==> src/rtl/mem_seq_writer.sv <==
// Sequential RAM writer: loads a valid/ready byte stream at incrementing addresses
// starting at 0, with a registered random-access read port. Optional macro: MEM_SEQ_WRITER_WRAP_EN.
module mem_seq_writer #(
    parameter int DATA_WIDTH = 8,
    parameter int ADDR_WIDTH = 6
) (
    input  logic                  clk_i,
    input  logic                  rst_i,
    input  logic                  start_i,
    input  logic                  stop_i,
    input  logic [DATA_WIDTH-1:0] data_i,
    input  logic                  valid_i,
    output logic                  ready_o,
    input  logic [ADDR_WIDTH-1:0] rd_addr_i,
    output logic [DATA_WIDTH-1:0] rd_data_o,
    output logic [ADDR_WIDTH:0]   count_o,
    output logic                  busy_o,
    output logic                  done_o,
    output logic                  wrap_o
);

    localparam int DEPTH = 2 ** ADDR_WIDTH;
    localparam logic [ADDR_WIDTH:0]   COUNT_MAX = {1'b1, {ADDR_WIDTH{1'b0}}};
    localparam logic [ADDR_WIDTH-1:0] ADDR_LAST = '1;

    typedef enum logic [1:0] {
        IDLE,
        LOAD,
        DONE
    } state_t;

    state_t                state_q, state_d;
    logic [ADDR_WIDTH-1:0] addr_q, addr_d;
    logic [ADDR_WIDTH:0]   count_q, count_d;
    logic [DATA_WIDTH-1:0] mem [DEPTH];
    logic [DATA_WIDTH-1:0] rd_data_q;
    logic                  accept;
    logic                  last_beat;

    // start_i has priority: a beat presented alongside a restart is dropped.
    assign accept    = (state_q == LOAD) && valid_i && !start_i;
    assign last_beat = accept && (addr_q == ADDR_LAST);

    // NOTE: every signal driven here gets a default first, so no path can infer a latch.
    always_comb begin
        state_d = state_q;
        addr_d  = addr_q;
        count_d = count_q;
        if (start_i) begin
            state_d = LOAD;
            addr_d  = '0;
            count_d = '0;
        end else begin
            case (state_q)
                LOAD: begin
                    if (accept) begin
                        addr_d = addr_q + 1'b1;
                        if (count_q != COUNT_MAX) count_d = count_q + 1'b1;
                    end
`ifdef MEM_SEQ_WRITER_WRAP_EN
                    if (stop_i) state_d = DONE;
`else
                    if (stop_i || last_beat) state_d = DONE;
`endif
                end
                IDLE, DONE: state_d = state_q;
                default:    state_d = IDLE;
            endcase
        end
    end

    // NOTE: sequential state uses non-blocking assignments so all registers update together.
    always_ff @(posedge clk_i or posedge rst_i) begin
        if (rst_i) begin
            state_q <= IDLE;
            addr_q  <= '0;
            count_q <= '0;
        end else begin
            state_q <= state_d;
            addr_q  <= addr_d;
            count_q <= count_d;
        end
    end

    // NOTE: the RAM array has no reset so it maps onto block RAM and survives rst_i.
    always_ff @(posedge clk_i) begin
        if (accept) mem[addr_q] <= data_i;
    end

    // Read-before-write: a same-address write in this cycle is not visible yet.
    always_ff @(posedge clk_i or posedge rst_i) begin
        if (rst_i) rd_data_q <= '0;
        else       rd_data_q <= mem[rd_addr_i];
    end

`ifdef MEM_SEQ_WRITER_WRAP_EN
    logic wrap_q;

    always_ff @(posedge clk_i or posedge rst_i) begin
        if (rst_i)          wrap_q <= 1'b0;
        else if (start_i)   wrap_q <= 1'b0;
        else if (last_beat) wrap_q <= 1'b1;
    end

    assign wrap_o = wrap_q;
`else
    assign wrap_o = 1'b0;
`endif

    assign ready_o   = (state_q == LOAD);
    assign busy_o    = (state_q == LOAD);
    assign done_o    = (state_q == DONE);
    assign count_o   = count_q;
    assign rd_data_o = rd_data_q;

endmodule
==> config.mk <==
export PLATFORM = sky130hd
export DESIGN_NAME = mem_seq_writer
export DESIGN_NICKNAME = d
export VERILOG_FILES = /design/src/rtl/mem_seq_writer.sv
export SDC_FILE = /design/constraint.sdc
export NUM_CORES = 1
export LEC_CHECK = 0
export BUFFER_PORTS_ARGS = -buffer_cell sky130_fd_sc_hd__clkbuf_2
export CAP_MARGIN = 20
export CORE_MARGIN = 8
export CORE_UTILIZATION = 40
export DETAILED_ROUTE_END_ITERATION = 10
export HOLD_SLACK_MARGIN = 0.03
export PLACE_DENSITY = 0.63
export SYNTH_ARGS = -nofsm -noshare
export SYNTH_HDL_FRONTEND = slang
export SYNTH_SLANG_ARGS = --single-unit
==> constraint.sdc <==
create_clock -name clk_i -period 1.75 [get_ports clk_i]
set_input_delay 0.2625 -clock clk_i [delete_from_list [all_inputs] [get_ports clk_i]]
set_output_delay 0.2625 -clock clk_i [all_outputs]
set_load 0.01 [all_outputs]
# Yosys cells after proc, flatten, opt, wreduce, memory -nomap -nowiden
# Memories as Yosys holds them, arrays and structs flattened. A register that Yosys moved wholly into a read port is not among the register bits.
# Cells that the tools add are included.
totals:
  regBits: 15
  in_bits: 19
  ram_bits: 512
  memories: 1
  elab_cells: 37
classes:
  n_reduce_logical: 13
  addsub: 2
  n_eq_ne: 6
  n_mux: 12
mem_list:
  columns: ["name", "words", "word_bits", "rd", "rd_ports_with_merged_regs", "write_ports", "line_no", "text"]
  rows:
  - ["mem", 64, 8, 1, 1, 1, "35", "logic [DATA_WIDTH-1:0] mem [DEPTH];"]
op_table:
  columns: ["cell", "count"]
  rows:
  - ["7-bit 2-to-1 mux", 4]
  - ["6-bit 2-to-1 mux", 3]
  - ["7-bit by 1-bit adder with 7-bit output, second input constant", 1]
  - ["7-bit inequality test, second input constant", 1]
  - ["6-bit by 1-bit adder with 6-bit output, second input constant", 1]
  - ["6-bit == test, second input constant", 1]
  - ["2-bit nonzero test", 3]
  - ["2-bit 2-to-1 mux", 2]
  - ["2-bit case mux with 2 select lines", 1]
  - ["2-bit AND reduction", 2]
  - ["1-bit logical AND", 3]
  - ["3-bit by 2-bit inequality test with 1-bit output, second input constant", 1]
  - ["3-bit AND reduction", 1]
  - ["2-bit by 1-bit == test with 1-bit output, second input constant", 1]
  - ["2-bit == test, second input constant", 1]
  - ["2-bit logical NOT", 1]
  - ["1-bit 2-to-1 mux", 2]
  - ["2-bit inequality test, second input constant", 1]
  - ["2-bit OR reduction", 1]
  - ["1-bit logical NOT", 1]
  - ["1-bit logical OR", 1]

# Depth between registers and ports, before layout
logic_depth:
  depth_word: 8
  mapped_depth: 8
  depth_no_buf: 6

# Least setup slack after synthesis
# Ideal clock, no wire load.
synth_path:
  path_type: "reg-to-reg"
  from: "register addr_q[3]"
  to: "memory mem[14][0] (enable)"
  arrival_time_ns: 1.553
  path_slack_ns: -0.173
  period_less_slack_ns: 1.923
  t_required_ns: 1.380
  path_stages_with_launch: 5
  path_cell_list: "dfrtp_1 > clkbuf_1 > or3b_2 > clkbuf_1 > nor2_1"
synth_rtl:
  columns: ["item", "line_no", "text"]
  rows:
  - ["start, declared", "33", "logic [ADDR_WIDTH-1:0] addr_q, addr_d;"]
  - ["start signal, assigned", "80", "addr_q <= addr_d;"]
  - ["end, declared", "35", null]
# No word-level cell before the write port.

# Worst setup path after layout
layout_path:
  from: "register state_q[1]"
  to: "memory mem[38][0] (enable)"
layout_between:
  elab_chain_len: 5
layout_rtl:
  columns: ["item", "line_no", "text"]
  rows:
  - ["start, declared", "32", "state_t state_q, state_d;"]
  - ["start signal, assigned", "79", "state_q <= state_d;"]
  - ["2-bit by 1-bit == test with 1-bit output", "41", "assign accept = (state_q == LOAD) && valid_i && !start_i;"]
  - ["1-bit logical AND (2 in series)", "41", null]
  - ["1-bit 2-to-1 mux", "87", "if (accept) mem[addr_q] <= data_i;"]
  - ["1-bit 2-to-1 mux (implied by the code)", "87", null]
# No other way between the ends.

==> metrics.md <==
| Metric | Value |
|---|---|
| Largest cells by area after synthesis | edfxtp_1 73%, mux4_2 13%, dfrtp_1 2.7% |
| CP Depth | 7 |
| CTS max path bufs | 3 |
| VDD IR max | 0.677 mV |
| Wirelength, routed | 49.5 mm |
| Hold Vio Cnt, Final | 0 |
| Clk_skew | 0.0225 ns |
| Routed wire per std cell | 24.9 um |
| Iteration-0 DRC count of the detailed router | 941 |
| Clock transition at path regs | 0.06 ns |
| Worst Max-Slew Pin Slew | 0.782 ns |
| Height of the chip | 245 um |
| First-pass GRT wire length | 74.3 mm |
| Initial core utilization | 40.1% |
| Sink Count | 535 |
| CP Cell Sequence | nand3b_1 -> buf_6 -> nor3_4 -> buf_6 -> nand3_4 -> buf_12 -> nor2_4 |
| Slew margin rel. | 47.8% |
| Maxcap violations | 0 |
| DR pass1 iterations | 6 |
| Setup_tns | -39.86 ns |
| Worst R2R Path Depth | 7 |
| Clock root buffer | clkbuf_16 |
| Slowest stage delay, CP | 0.39 ns |
| Synth top cells by count | 512 x edfxtp_1, 123 x mux4_2, 94 x nor2_1 |
| Distinct cells, synth | 52 |
| Max Slew Vio Count | 0 |
| Leakage power | 8.61 nW |
| Fin crit share | 108% |
| Avg Inst Size Synth | 20.3 um2 |
| Number of global-route vias before repair | 11,214 |
| GR Util All Layers | 16.6% |
| Cells after Synth | 1,033 |
| Pre-CTS WS | -0.459 ns |
| Status | finished, violations left |
| Diode count | 0 |
| HP Class | in -> reg |
| Post-Synthesis Cell Area | 21,000 um2 |
| Rows | 84 |
| Critical Path Fanout Max | 8 |
| Arrival time at the worst endpoint | 2.15 ns |
| Critical path's most frequent cell | buf_6 |
| Post-route ant nets | 0 |
| CP delay by family, top | simple AND/OR/NAND/NOR gates |
| Slowest cell on crit path | dfrtp_1 |
| Placed cell count | 1,859 |
| Area delta synth->final | 26.8% |
| Ys Warns | 0 |
| Largest net degree at the start of global routing | 65 |
| Post-detail-place hpwl | 32.0 mm |
| Hold Crit Depth | 3 |
| Endpoint type of the worst setup path | flop |
| Initial antenna violation count | 0 |
| Cell with the most instances after synthesis | edfxtp_1 |
| Startpoint class of the critical path | flop |
| Post-synthesis sequential element count | 535 |
| Layout net count | 1,281 |
| Port buffer count | 36 |
| Routed vias/inst | 5.50 |
| Ports | 38 |
| Routability congestion estimate | 0.868 |
| Via count | 10,943 |
| RSZ-0062 raised after global routing | true |
| DRC Markers | 0 |
| Syn nets | 1,055 |
| Top cell type's share of synthesized area | 73.3% |
| CTS buffer count | 54 |
| Final setup vio count | 514 |
| Sequential area share after synthesis | 76.1% |
| Pwr Total | 27.1 mW |
| Die area | 60,000 um2 |
| Share of layout cells above drive strength 1 | 40.5% |
| Violated checks | setup timing |
| Clk_lat worst skew | 0.60 ns |
| Worst Path Required | 2.01 ns |
| Number of synthesized flops with an enable pin | 512 |
| Tmin final | 1.88 ns |
| Die width | 245 um |
| Asr flop ratio synth | 4.30% |
| CP bufs+invs | 3 |
| Placeable Area | 52,200 um2 |
| Worst hold slack | 0.0846 ns |
| Top FF cell, synth | edfxtp_1 |
| Grt total ovfl | 0 |
| Final worst slack | -0.134 ns |
| FMAX | 531 MHz |
| Critical path class | reg -> reg |
| H-tree levels | 2 |
| Pwr per Cell Area | 1020 nW/um2 |
| Area leader, netlist | edfxtp_1 |
| CTS tree | yes |
| Fin cells | 1,990 |
## logic make-up (layout without fill, tap and decap cells)
group	count (synthesis)	in the layout	synth area share, %
DFF	535	535	76.1
xor gates and xnor gates	9	9	0.376
adders and majority gates	3	3	0.179
and+or+nand+nor	189	189	4.12
other	1	1	0.0179
buffers and inverters	64	333	1.87
AOI/OAI and AO/OA	91	91	3.05
muxes	141	141	14.3
## worst reg2reg max path: cells and delay by family, from the launching register on
family                 cells  cell delay (ns)
buffers and inverters      3             0.49
and+or+nand+nor            4             0.69
DFF                        1             0.39
## worst paths after layout
path	from	end	slack (ns)
max	state_q[1]$_DFFE_PP0P_	mem[38][0]$_DFFE_PP_	-0.13
min	start_i	addr_q[1]$_DFFE_PP0P_	0.08
max reg2reg	state_q[1]$_DFFE_PP0P_	mem[38][0]$_DFFE_PP_	-0.13
min reg2reg	count_o[6]$_DFFE_PP0P_	count_o[6]$_DFFE_PP0P_	0.60
max in group asynchronous	rst_i	rd_data_o[5]$_DFF_PP0_	1.20
min in group asynchronous	rst_i	count_o[4]$_DFFE_PP0P_	0.26
## metal layers
metal | global-route usage (%) | part of all wire, %
met4 | 4.99 | 2.6
met2 | 26.1 | 47
met3 | 2.60 | 6.4
met1 | 23.9 | 44
met5 | 0 | 0
## layout by cell type (no fill, tap or decap), drive strengths merged, types with 7 or more instances in the layout
cell and n:
o21ai 17, nand3 17, clkinv 22, buf 195
nand2 26, nor2b 13, nand2b 10, dfrtp 23
o22ai 16, nor2 94, a31oi 7, a21oi 12
clkbuf 100, mux2i 12, mux4 126, edfxtp 512
## cell type report
class / count / area [um2]
Inverter: 5 / 21.3
Clock buffer: 68 / 1440
Clock inverter: 31 / 314
Multi-Input combinational cell: 434 / 5270
Timing Repair Buffer: 229 / 2740
Tap cell: 688 / 861
Fill cell: 4096 / 25600
Sequential cell: 535 / 16000
## stage by stage
| stage | utilization, % | area, um2 |
|---|---|---|
| after floorplan | - | 21600 |
| after global placement | 46.3 | 24200 |
| after detailed placement | 46.3 | 24200 |
| after CTS | 50.6 | 26500 |
| after global routing | 50.9 | 26600 |
| final | 50.9 | 26600 |
## power breakdown
part           switching, mW  internal [mW]  leakage [nW]
combinational          0.876          0.667          2.85
clock                   4.71           6.71         0.860
sequential            0.0409           14.1          4.90
total                   5.62           21.5          8.61
## repair_timing
item / in CTS / in global routing
resized for setup: 16 / 31
buffers inserted: 28 / 3
pin swaps: 26 / 43
hold buffers: 2 / 0
endpoints found under the hold margin: 24 / 0
setup endpoints to repair: 516 / 525
## flip-flops by register name, summed over array words and instances, names as in the netlist
name and cells:
mem 512, rd_data_o 8, count_o 7, addr_q 6, state_q 2
Power figures use the tool's default switching activity.
